==> config.mk <==
export PLATFORM = sky130hd
export DESIGN_NAME = uart_rx
export DESIGN_NICKNAME = d
export VERILOG_FILES = /design/src/rtl/uart_rx.sv
export SDC_FILE = /design/constraint.sdc
export NUM_CORES = 1
export LEC_CHECK = 0
export BUFFER_PORTS_ARGS = -buffer_cell sky130_fd_sc_hd__buf_4
export CAP_MARGIN = 25
export CORE_UTILIZATION = 30
export DETAILED_ROUTE_END_ITERATION = 12
export HOLD_SLACK_MARGIN = 0.05
export PLACE_DENSITY = 0.43
export SETUP_SLACK_MARGIN = 0.2
export SYNTH_ARGS = -nofsm -noshare
export SYNTH_HDL_FRONTEND = slang
export SYNTH_SLANG_ARGS = --single-unit
==> constraint.sdc <==
create_clock -name clk -period 2.89 [get_ports clk]
set_input_delay 0.578 -clock clk [delete_from_list [all_inputs] [get_ports clk]]
set_output_delay 0.578 -clock clk [all_outputs]
set_load 0.05 [all_outputs]
==> src/rtl/uart_rx.sv <==
// 8N1 UART receiver: 16x oversampled RXD, start-bit glitch rejection,
// LSB-first assembly, stop-bit check, and a first-word fall-through receive FIFO.
module uart_rx #(
  parameter int CLK_FREQ   = 50000000,
  parameter int BAUD       = 115200,
  parameter int OVERSAMPLE = 16,
  parameter int FIFO_DEPTH = 4
) (
  input  logic                          clk,
  input  logic                          RST,
  input  logic                          RXD,
  output logic [7:0]                    rdata,
  output logic                          rvalid,
  input  logic                          rready,
  output logic [$clog2(FIFO_DEPTH):0]   count,
  output logic                          frame_err,
  output logic                          overrun,
  output logic                          busy
);

  localparam int DIV   = CLK_FREQ / (BAUD * OVERSAMPLE);
  localparam int DIV_W = (DIV > 1) ? $clog2(DIV) : 1;
  localparam int PW    = $clog2(FIFO_DEPTH);
  localparam int CW    = PW + 1;

  typedef enum logic [1:0] {IDLE, START, DATA, STOP} state_t;

  state_t             state_q, state_d;
  logic               sync1_q, sync1_d;
  logic               rx_s_q, rx_s_d;
  logic [DIV_W-1:0]   div_q, div_d;
  logic [3:0]         sc_q, sc_d;
  logic [2:0]         idx_q, idx_d;
  logic [7:0]         shreg_q, shreg_d;
  logic               frame_err_q, frame_err_d;
  logic               overrun_q, overrun_d;
  logic [7:0]         mem_q [FIFO_DEPTH];
  logic [7:0]         mem_d [FIFO_DEPTH];
  logic [PW-1:0]      wptr_q, wptr_d;
  logic [PW-1:0]      rptr_q, rptr_d;
  logic [CW-1:0]      count_q, count_d;

  logic tick, mid, last, stop_eval, full, push, pop;

  assign tick = (div_q == DIV_W'(DIV - 1));
  assign mid  = tick && (sc_q == 4'd7);
  assign last = tick && (sc_q == 4'd15);
  assign full = (count_q == CW'(FIFO_DEPTH));
  assign pop  = (count_q != '0) && rready;

  always_ff @(posedge clk or posedge RST) begin
    if (RST) begin
      state_q     <= IDLE;
      sync1_q     <= 1'b1;
      rx_s_q      <= 1'b1;
      div_q       <= '0;
      sc_q        <= '0;
      idx_q       <= '0;
      shreg_q     <= '0;
      frame_err_q <= 1'b0;
      overrun_q   <= 1'b0;
      wptr_q      <= '0;
      rptr_q      <= '0;
      count_q     <= '0;
      for (int i = 0; i < FIFO_DEPTH; i++) mem_q[i] <= '0;
    end else begin
      state_q     <= state_d;
      sync1_q     <= sync1_d;
      rx_s_q      <= rx_s_d;
      div_q       <= div_d;
      sc_q        <= sc_d;
      idx_q       <= idx_d;
      shreg_q     <= shreg_d;
      frame_err_q <= frame_err_d;
      overrun_q   <= overrun_d;
      wptr_q      <= wptr_d;
      rptr_q      <= rptr_d;
      count_q     <= count_d;
      mem_q       <= mem_d;
    end
  end

  always_comb begin
    state_d = state_q;
    case (state_q)
      IDLE:    if (!rx_s_q) state_d = START;
      START: begin
        if (mid && rx_s_q) state_d = IDLE;
        else if (last)     state_d = DATA;
      end
      DATA:    if (last && idx_q == 3'd7) state_d = STOP;
      STOP:    if (mid) state_d = IDLE;
      default: state_d = IDLE;
    endcase
  end

  // Bit timing restarts on the falling edge so mid-bit samples land at sc==7.
  always_comb begin
    sync1_d = RXD;
    rx_s_d  = sync1_q;
    div_d   = tick ? '0 : div_q + DIV_W'(1);
    sc_d    = tick ? sc_q + 4'd1 : sc_q;
    idx_d   = idx_q;
    shreg_d = shreg_q;
    if (state_q == IDLE && !rx_s_q) begin
      div_d = '0;
      sc_d  = '0;
    end
    if (state_q == START && last) idx_d = 3'd0;
    if (state_q == DATA) begin
      if (mid) shreg_d[idx_q] = rx_s_q;
      if (last && idx_q != 3'd7) idx_d = idx_q + 3'd1;
    end
  end

  always_comb begin
    busy        = (state_q != IDLE);
    stop_eval   = (state_q == STOP) && mid;
    push        = stop_eval && rx_s_q && (!full || pop);
    frame_err_d = stop_eval && !rx_s_q;
    overrun_d   = stop_eval && rx_s_q && full && !pop;
  end

  always_comb begin
    mem_d   = mem_q;
    wptr_d  = wptr_q;
    rptr_d  = rptr_q;
    count_d = count_q;
    if (push) begin
      mem_d[wptr_q] = shreg_q;
      wptr_d        = wptr_q + PW'(1);
    end
    if (pop) rptr_d = rptr_q + PW'(1);
    case ({push, pop})
      2'b10:   count_d = count_q + CW'(1);
      2'b01:   count_d = count_q - CW'(1);
      default: count_d = count_q;
    endcase
  end

  assign rvalid    = (count_q != '0);
  assign rdata     = rvalid ? mem_q[rptr_q] : 8'd0;
  assign count     = count_q;
  assign frame_err = frame_err_q;
  assign overrun   = overrun_q;

endmodule

==> out/metrics.cfg, run 1 <==
[run_status]
outcome=completed

[timing]
rsz0062_at_grt=false
setup_ws_ns=0.444
fmax_ghz=0.409
drv_slew=0
fin_setup_tns_ns=0
hold_viol=0
finalClockSkew_ns=0.00761
max_slew_margin_pct=57.0
worstMarginPinSlew_ns=0.644
finalSetupViolations=0
timing.final.crit_period_ns=2.45
fin_crit_sh_pct=84.7

[clock_network]
root_buffer=clkbuf_8
clock_sinks=65
clkLatencyLatePin_ns=0.35
clk_pin_slew_worst_paths_ns=0.07
clock_path_buffers=2
hold_buffers=0
post_cts_resized=0
htree_levels=3
postCtsSetupBuffers=0
cts_inserted_buffers=9
cts_tree=built

[critical_path]
path_buf_inv=2
max_stage_delay_ns=0.49
crit_required_ns=2.31
r2r_cells=8
worstPathArrival_ns=1.87
timing.rr.end=count[2]$_DFFE_PP0P_
ff2ff_setup_slack_ns=0.51
path_delay_family=multiplexers
path_cells=buf_4, mux4_2, and2_1, buf_4
crit_path_end_kind=primary output
r2r-start=rx_s_q$_DFF_PP1_
startpoint_type=register
worstPathMaxFanout=5
crit_top_cell=buf_4
crit_slowest_cell=mux4_2
critPathKind=reg -> out

[pwr]
powerDensity_nw_per_um2=597
pwr-share-seq_pct=43.9
swShare_pct=28.8
leakage_nw=1.77
finalPower_mw=2.30
switchingPower_mw=0.662
p_int_mw=1.63
p_comb_share_pct=19.0
peakVddDrop_mv=0.307
p_clk_share_pct=37.1

[routing]
dr_total_vias=1952
drc=0
drtIter0Drc=38
first_pass_iters=4
viasPerCell=4.74
drt_wl_total_mm=6.56
drtAntennaViolNets=0
avgRoutedWirePerCell_um=15.9

[place]
numPortBuffers=18
post-place-ws_ns=0.405
dpl.hpwl_mm=4.46
place_congestion=0.693

[min_path]
hold_class=in -> async

[yosys]
syn_inst=246
syn_avg_cell_area_um2=13.4
synth_seq_cells=65
yosysWarnings=0
ys_seq_area_share_pct=49.3
netlist_area_um2=3300
synth_nets=261
synth_cell_types=42

[grt]
grt_pass1_vias=2044
grtUsageTotal_pct=13.2
antenna_found_initial=0
grt_max_degree=43
grt_pass1_wl_mm=11.0
gr-total-overflow=0

[final_layout]
register_area_um2=1630
multi_input_area_um2=1560
diodes=0
syn_to_final_growth_pct=16.3
nets=287
fill_cells=1028
mostFrequentLayoutCells=dfrtp_1, buf_4, mux2_2
drive_gt1_share_pct=38.0
layout_commonest_cell=dfrtp_1

[floorplan]
start_util_pct=31.4
fp.dieW_um=107
dieArea_um2=11400
boundaryPins=19
design.core.area_um2=10500
dieHeight_um=107
num_rows=37

[job]
drv_cap=0

registers in the layout, summed over array words and instances, names as in the netlist, 2 cells and up, named ones only:
name / flops
idx_q: 3
div_q: 5
shreg_q: 8
count: 3
sc_q: 4
mem_q: 32
rptr_q: 2
wptr_q: 2
final cells by class:
| type | count | area share (%) |
|---|---|---|
| multi-input combinational | 156 | 40.6 |
| timing repair buffer | 28 | 5.79 |
| inverter | 12 | 1.17 |
| clock inverter | 5 | 2.08 |
| tap | 136 | 4.43 |
| sequential | 65 | 42.4 |
| clock buffer | 10 | 3.58 |
worst reg2reg max path, cell delays in order, from the launching register on:
cell	delay, ns
dfstp_2	0.70
nand4b_4	0.20
or4_1	0.56
ha_1	0.23
inv_1	0.07
fa_1	0.17
xor2_1	0.14
nor2_1	0.06
xor2_1	0.13
metrics by stage:
stage	hold WS [ns]	utilization, %	cell area [um^2]	cells
6_report	0.282	36.6	3840	412
5_1_grt	0.311	36.6	3840	412
4_1_cts	0.300	36.6	3840	412
3_5_place_dp	0.347	34.5	3630	397
3_3_place_gp	0.346	34.5	3630	397
2_1_floorplan	0.345	-	3300	246
cells by family after synthesis:
group	synth area share (%)
xor+xnor	2.65
mux	21.9
fa+ha+maj	4.39
buf+inv	3.52
simple gates	15.2
flops	49.3
compound gates	3.03
cell usage after synthesis:
library cell	instances	area share, %
inv_1	12	1.4
nor2_1	8	0.91
nor2b_1	3	0.57
o21ai_0	7	1.1
and3_1	1	0.19
or3b_2	1	0.27
fa_1	1	0.61
nand3_1	9	1.4
nand2_1	4	0.45
mux2i_1	1	0.30
a211o_1	1	0.27
and2_1	9	1.7
mux4_2	8	5.5
xnor2_1	5	1.3
nor4b_4	1	0.72
nor4_1	2	0.38
dfrtp_1	63	48
nand4_1	5	0.95
ha_1	10	3.8
dfstp_2	2	1.6
and3_2	1	0.23
or3_1	3	0.57
o211a_1	1	0.30
o211ai_1	1	0.23
a41oi_1	2	0.53
and4b_1	1	0.30
and4bb_2	1	0.38
or4_1	3	0.68
buf_6	3	1.0
nand4b_1	2	0.53
nor3_1	1	0.15
mux2_2	26	8.9
or2_2	1	0.19
nand4b_4	2	1.4
nor3b_1	4	0.91
xor2_1	5	1.3
nor4_4	2	1.3
clkbuf_1	10	1.1
nor4b_1	4	1.1
a21oi_1	3	0.45
o22ai_1	1	0.19
mux2_4	16	7.3
per-layer routing:
layer	GRT usage, %	up-vias	part of all wire, %
li1	-	940	-
met1	17.3	975	49
met2	19.8	25	47
met3	3.83	12	2.8
met4	6.46	0	1.9
met5	0	-	0
worst max path at each step:
stage | cells past startpoint | slack, ns | startpoint | to
global placement | 9 | 0.43 | rready | count[2]$_DFFE_PP0P_
global route | 4 | 0.33 | rptr_q[0]$_DFFE_PP0P_ | rdata[5]
CTS | 4 | 0.38 | rptr_q[0]$_DFFE_PP0P_ | rdata[5]
floorplan | 3 | 0.30 | count[0]$_DFFE_PP0P_ | rdata[0]
detailed placement | 9 | 0.40 | rready | count[2]$_DFFE_PP0P_
finish | 4 | 0.44 | rptr_q[0]$_DFFE_PP0P_ | rdata[5]
power groups by stage:
stage                     registers, mW  clock network, mW  logic (mW)
after floorplan                    1.08                  0       0.250
after global placement             1.03                  0       0.449
after detailed placement           1.03                  0       0.448
after CTS                          1.01              0.890       0.447
after global routing               1.02              0.927       0.477
final                              1.01              0.853       0.435
(Power assumes the default switching activity.)
==> run 2, diff against run 1 <==
==> constraint.sdc (replaced) <==
create_clock -name clk -period 2.37 [get_ports clk]
set_input_delay 0.474 -clock clk [delete_from_list [all_inputs] [get_ports clk]]
set_output_delay 0.474 -clock clk [all_outputs]
set_load 0.05 [all_outputs]
==> run 2 against run 1 <==
Core utilization is 2.1 points higher. Critical path depth is 1 lower. Critical endpoint is now rdata[0]. First-iteration DRC count is 37% higher.
==> out/metrics.cfg, run 2 (synthesis results as in run 1) <==
[final_layout]
layout.cells.non_filler=428
diodes=0
mostFrequentLayoutCells=dfrtp_1, buf_4, mux2_2
largest_reg_flops=32
top_register=mem_q
nets=303
syn_to_final_growth_pct=23.0
layout_commonest_cell=dfrtp_1
finalInstanceArea_um2=4070
drive_gt1_share_pct=47.6
top_regs=mem_q: 32 flops, shreg_q: 8 flops, div_q: 5 flops
fill_cells=1006

[timing]
drv_slew=0
finalSetupViolations=0
finalClockSkew_ns=0.0126
rsz0062_at_grt=true
fin_setup_tns_ns=0
worstMarginPinSlew_ns=0.536
timing.final.crit_period_ns=2.16
hold_viol=0
max_slew_margin_pct=63.9
fin_crit_sh_pct=91.1
fmax_ghz=0.463

[clock_network]
clock_path_buffers=2
hold_buffers=0
clock_sinks=65
clkLatencyLatePin_ns=0.35
cts_tree=built
clk_pin_slew_worst_paths_ns=0.07
root_buffer=clkbuf_8
htree_levels=3
cts_inserted_buffers=9

[floorplan]
dieHeight_um=107
design.core.area_um2=10500
start_util_pct=31.4
dieArea_um2=11400
boundaryPins=19
num_rows=37
fp.dieW_um=107

[grt]
grt_max_degree=66
grtUsageTotal_pct=13.3
gr-total-overflow=0
grt_pass1_vias=2065
antenna_found_initial=0
grt_pass1_wl_mm=11.4

[routing]
drtIter0Drc=52
avgRoutedWirePerCell_um=15.5
drc=0
viasPerCell=4.76
dr_total_vias=2036
drtAntennaViolNets=0
drt_wl_total_mm=6.65
first_pass_iters=4

[critical_path]
crit_path_end_kind=primary output
crit_start=rptr_q[1]$_DFFE_PP0P_
r2r-start=div_q[0]$_DFF_PP0_
critPathKind=reg -> out
timing.rr.end=mem_q[0]$_DFFE_PP0P_
startpoint_type=register
crit_required_ns=1.90
r2r_cells=7
worstPathMaxFanout=7
ff2ff_setup_slack_ns=0.23
worstPathArrival_ns=1.68

[job]
drv_cap=0

[pwr]
powerDensity_nw_per_um2=711
peakVddDrop_mv=0.349
leakage_nw=1.86

[place]
dpl.hpwl_mm=4.44
numPortBuffers=18
dp.cells=405
post_dp_cell_area_um2=3700
place_congestion=0.703

[min_path]
hold_class=in -> async

[run_status]
outcome=completed

## run 2: critical path: stages, from the launching register on
cell	delay [ns]
dfrtp_2	0.50
mux4_2	0.54
and2_4	0.16
buf_8	0.14
## run 2: how the worst max path moves through the flow
stage / cells past startpoint / endpoint / slack, ns
floorplan: 11 / count[2]$_DFFE_PP0P_ / 0.07
global placement: 9 / count[2]$_DFFE_PP0P_ / 0.07
detailed placement: 9 / count[2]$_DFFE_PP0P_ / 0.13
CTS: 3 / rdata[0] / 0.15
global route: 10 / count[2]$_DFFE_PP0P_ / 0.12
finish: 3 / rdata[0] / 0.21
## run 2: per-stage QoR
step	hold slack [ns]	worst slack [ns]	total power, mW	utilization, %
CTS	0.200	0.154	2.90	38.3
global route	0.213	0.116	3.04	38.7
detailed placement	0.357	0.131	1.80	35.2
global placement	0.359	0.0690	1.80	35.2
floorplan	0.345	0.0700	1.63	-
finish	0.187	0.211	2.89	38.7
## run 2: final cells by class
cell class                 count  area (um^2)  share of cell area (%)
sequential                    65         1640                    40.2
multi-input combinational    156         1600                    39.4
timing repair buffer          44          403                    9.91
tap                          136          170                    4.19
clock buffer                  10          128                    3.14
clock inverter                 5         81.3                    2.00
inverter                      12         45.0                    1.11
## run 2: routing by layer
metal,wire length (um),GRT usage (%),vias to the layer above
met4,105,5.09,0
met3,186,3.83,10
li1,-,-,973
met5,0,0,-
met1,3360,18.9,1029
met2,3000,19.1,24
## run 2: timing repair
action / in CTS / in global routing
buffers inserted: 4 / 4
gates resized for setup: 27 / 2
pin swaps: 8 / 0
setup endpoints to repair: 10 / 26
## run 2: power breakdown
part	switching [mW]	internal [mW]
logic	0.310	0.284
clock network	0.448	0.587
registers	0.0943	1.17
==> run 3, diff against run 2 <==
--- a/config.mk
+++ b/config.mk
@@ -7,10 +7,10 @@
 export LEC_CHECK = 0
 export BUFFER_PORTS_ARGS = -buffer_cell sky130_fd_sc_hd__buf_4
 export CAP_MARGIN = 25
-export CORE_UTILIZATION = 30
+export CORE_UTILIZATION = 35
 export DETAILED_ROUTE_END_ITERATION = 12
 export HOLD_SLACK_MARGIN = 0.05
-export PLACE_DENSITY = 0.43
+export PLACE_DENSITY = 0.49
 export SETUP_SLACK_MARGIN = 0.2
 export SYNTH_ARGS = -nofsm -noshare
 export SYNTH_HDL_FRONTEND = slang
==> run 3 against run 2 <==
Flip-flop and latch count stayed put. Worst hold slack got worse by 0.056 ns. Die area shrank 14%. Critical path type unchanged.
==> out/metrics.cfg, run 3 (synthesis results as in run 1) <==
[clock_network]
clkLatencyLatePin_ns=0.34
cts_tree=built
clk_pin_slew_worst_paths_ns=0.08
htree_levels=3
cts_inserted_buffers=9
clock_sinks=65
clock_path_buffers=2
root_buffer=clkbuf_8

[routing]
dr_total_vias=2073
avgRoutedWirePerCell_um=16.0
drtAntennaViolNets=0
viasPerCell=5.03
drc=0
drtIter0Drc=20
drt_wl_total_mm=6.58
first_pass_iters=4

[final_layout]
syn_to_final_growth_pct=24.6
fin_util_pct=44.8
top_register=mem_q
diodes=0
drive_gt1_share_pct=49.5
mostFrequentLayoutCells=dfrtp_1, buf_4, mux2_2
layout_commonest_cell=dfrtp_1
top_regs=mem_q: 32 flops, shreg_q: 8 flops, div_q: 5 flops
largest_reg_flops=32
nets=311

[floorplan]
design.core.area_um2=9200
dieHeight_um=99.2
start_util_pct=35.9
fp.dieW_um=99.2
boundaryPins=19
num_rows=35
dieArea_um2=9830

[timing]
timing.hold.ws_ns=0.131
drv_slew=0
worstMarginPinSlew_ns=0.563
timing.final.crit_period_ns=2.16
fin_crit_sh_pct=91.1
max_slew_margin_pct=62.0
fmax_ghz=0.463
finalClockSkew_ns=0.00919
setup_ws_ns=0.212
hold_viol=0
fin_setup_tns_ns=0
rsz0062_at_grt=true
finalSetupViolations=0

[grt]
grt_pass1_wl_mm=11.4
grt_pass1_vias=2132
gr-total-overflow=0
grtUsageTotal_pct=15.2
grt_max_degree=29
antenna_found_initial=0

[critical_path]
startpoint_type=register
crit_start=rptr_q[1]$_DFFE_PP0P_
r2r-start=div_q[0]$_DFF_PP0_
worstPathMaxFanout=7
critPathKind=reg -> out
worstPathArrival_ns=1.68
crit_required_ns=1.90
crit_path_end_kind=primary output

[place]
dpl.hpwl_mm=4.60
numPortBuffers=18
post-place-ws_ns=0.213
place_congestion=0.719

[min_path]
hold_class=in -> async

[pwr]
powerDensity_nw_per_um2=722
finalPower_mw=2.97
leakage_nw=1.91
peakVddDrop_mv=0.354

[run_status]
outcome=completed

[job]
drv_cap=0

[run 3: final timing paths]
| check | end | slack, ns | cells after the start |
|---|---|---|---|
| max in group asynchronous | rx_s_d$_DFF_PP1_ | 1.67 | 3 |
| worst min register to register | rx_s_q$_DFF_PP1_ | 0.37 | 0 |
| worst max register to register | mem_q[3]$_DFFE_PP0P_ | 0.25 | 7 |
| min in group clk | rx_s_d$_DFF_PP1_ | 0.24 | 1 |
| worst max-delay path | rdata[2] | 0.21 | 3 |
| worst min-delay path | shreg_q[4]$_DFFE_PP0P_ | 0.13 | 2 |
[run 3: worst max-delay path: stages, from the launching register on]
cell	delay [ns]
dfrtp_2	0.51
mux4_2	0.54
and2_4	0.16
buf_8	0.14
[run 3: cell type report]
class	count	area [um^2]
flip-flops and latches	65	1630
clock buffers	9	124
repair buffers	52	474
inverters	12	45.0
multi-input cells	156	1610
clock inverters	7	95.1
fillers	845	5080
well taps	111	139
[run 3: per-layer routing]
layer	part of all wire [%]	track usage, %	wire length [um]
met3	1.9	2.81	128
met1	49	20.4	3230
met4	2.6	8.60	170
met2	46	23.3	3060
met5	0	0	0
[run 3: report_power, final]
| part | internal, mW | leakage, nW | switching [mW] |
|---|---|---|---|
| sequential | 1.17 | 0.861 | 0.0708 |
| combinational | 0.335 | 0.937 | 0.358 |
| clock | 0.592 | 0.109 | 0.450 |
[run 3: timing repair]
| action | 4_1_cts | 5_1_grt |
|---|---|---|
| pin swaps | 8 | 1 |
| hold buffers | 0 | 0 |
| gates cloned | 0 | 0 |
| endpoints found under the setup margin | 8 | 10 |
| buffers inserted | 5 | 6 |
| resized for setup | 27 | 5 |
[run 3: through the flow]
step / cells / cell area (um^2)
5_1_grt: 412 / 4120
2_1_floorplan: 246 / 3330
6_report: 412 / 4120
4_1_cts: 406 / 4050
3_5_place_dp: 385 / 3700
3_3_place_gp: 385 / 3700
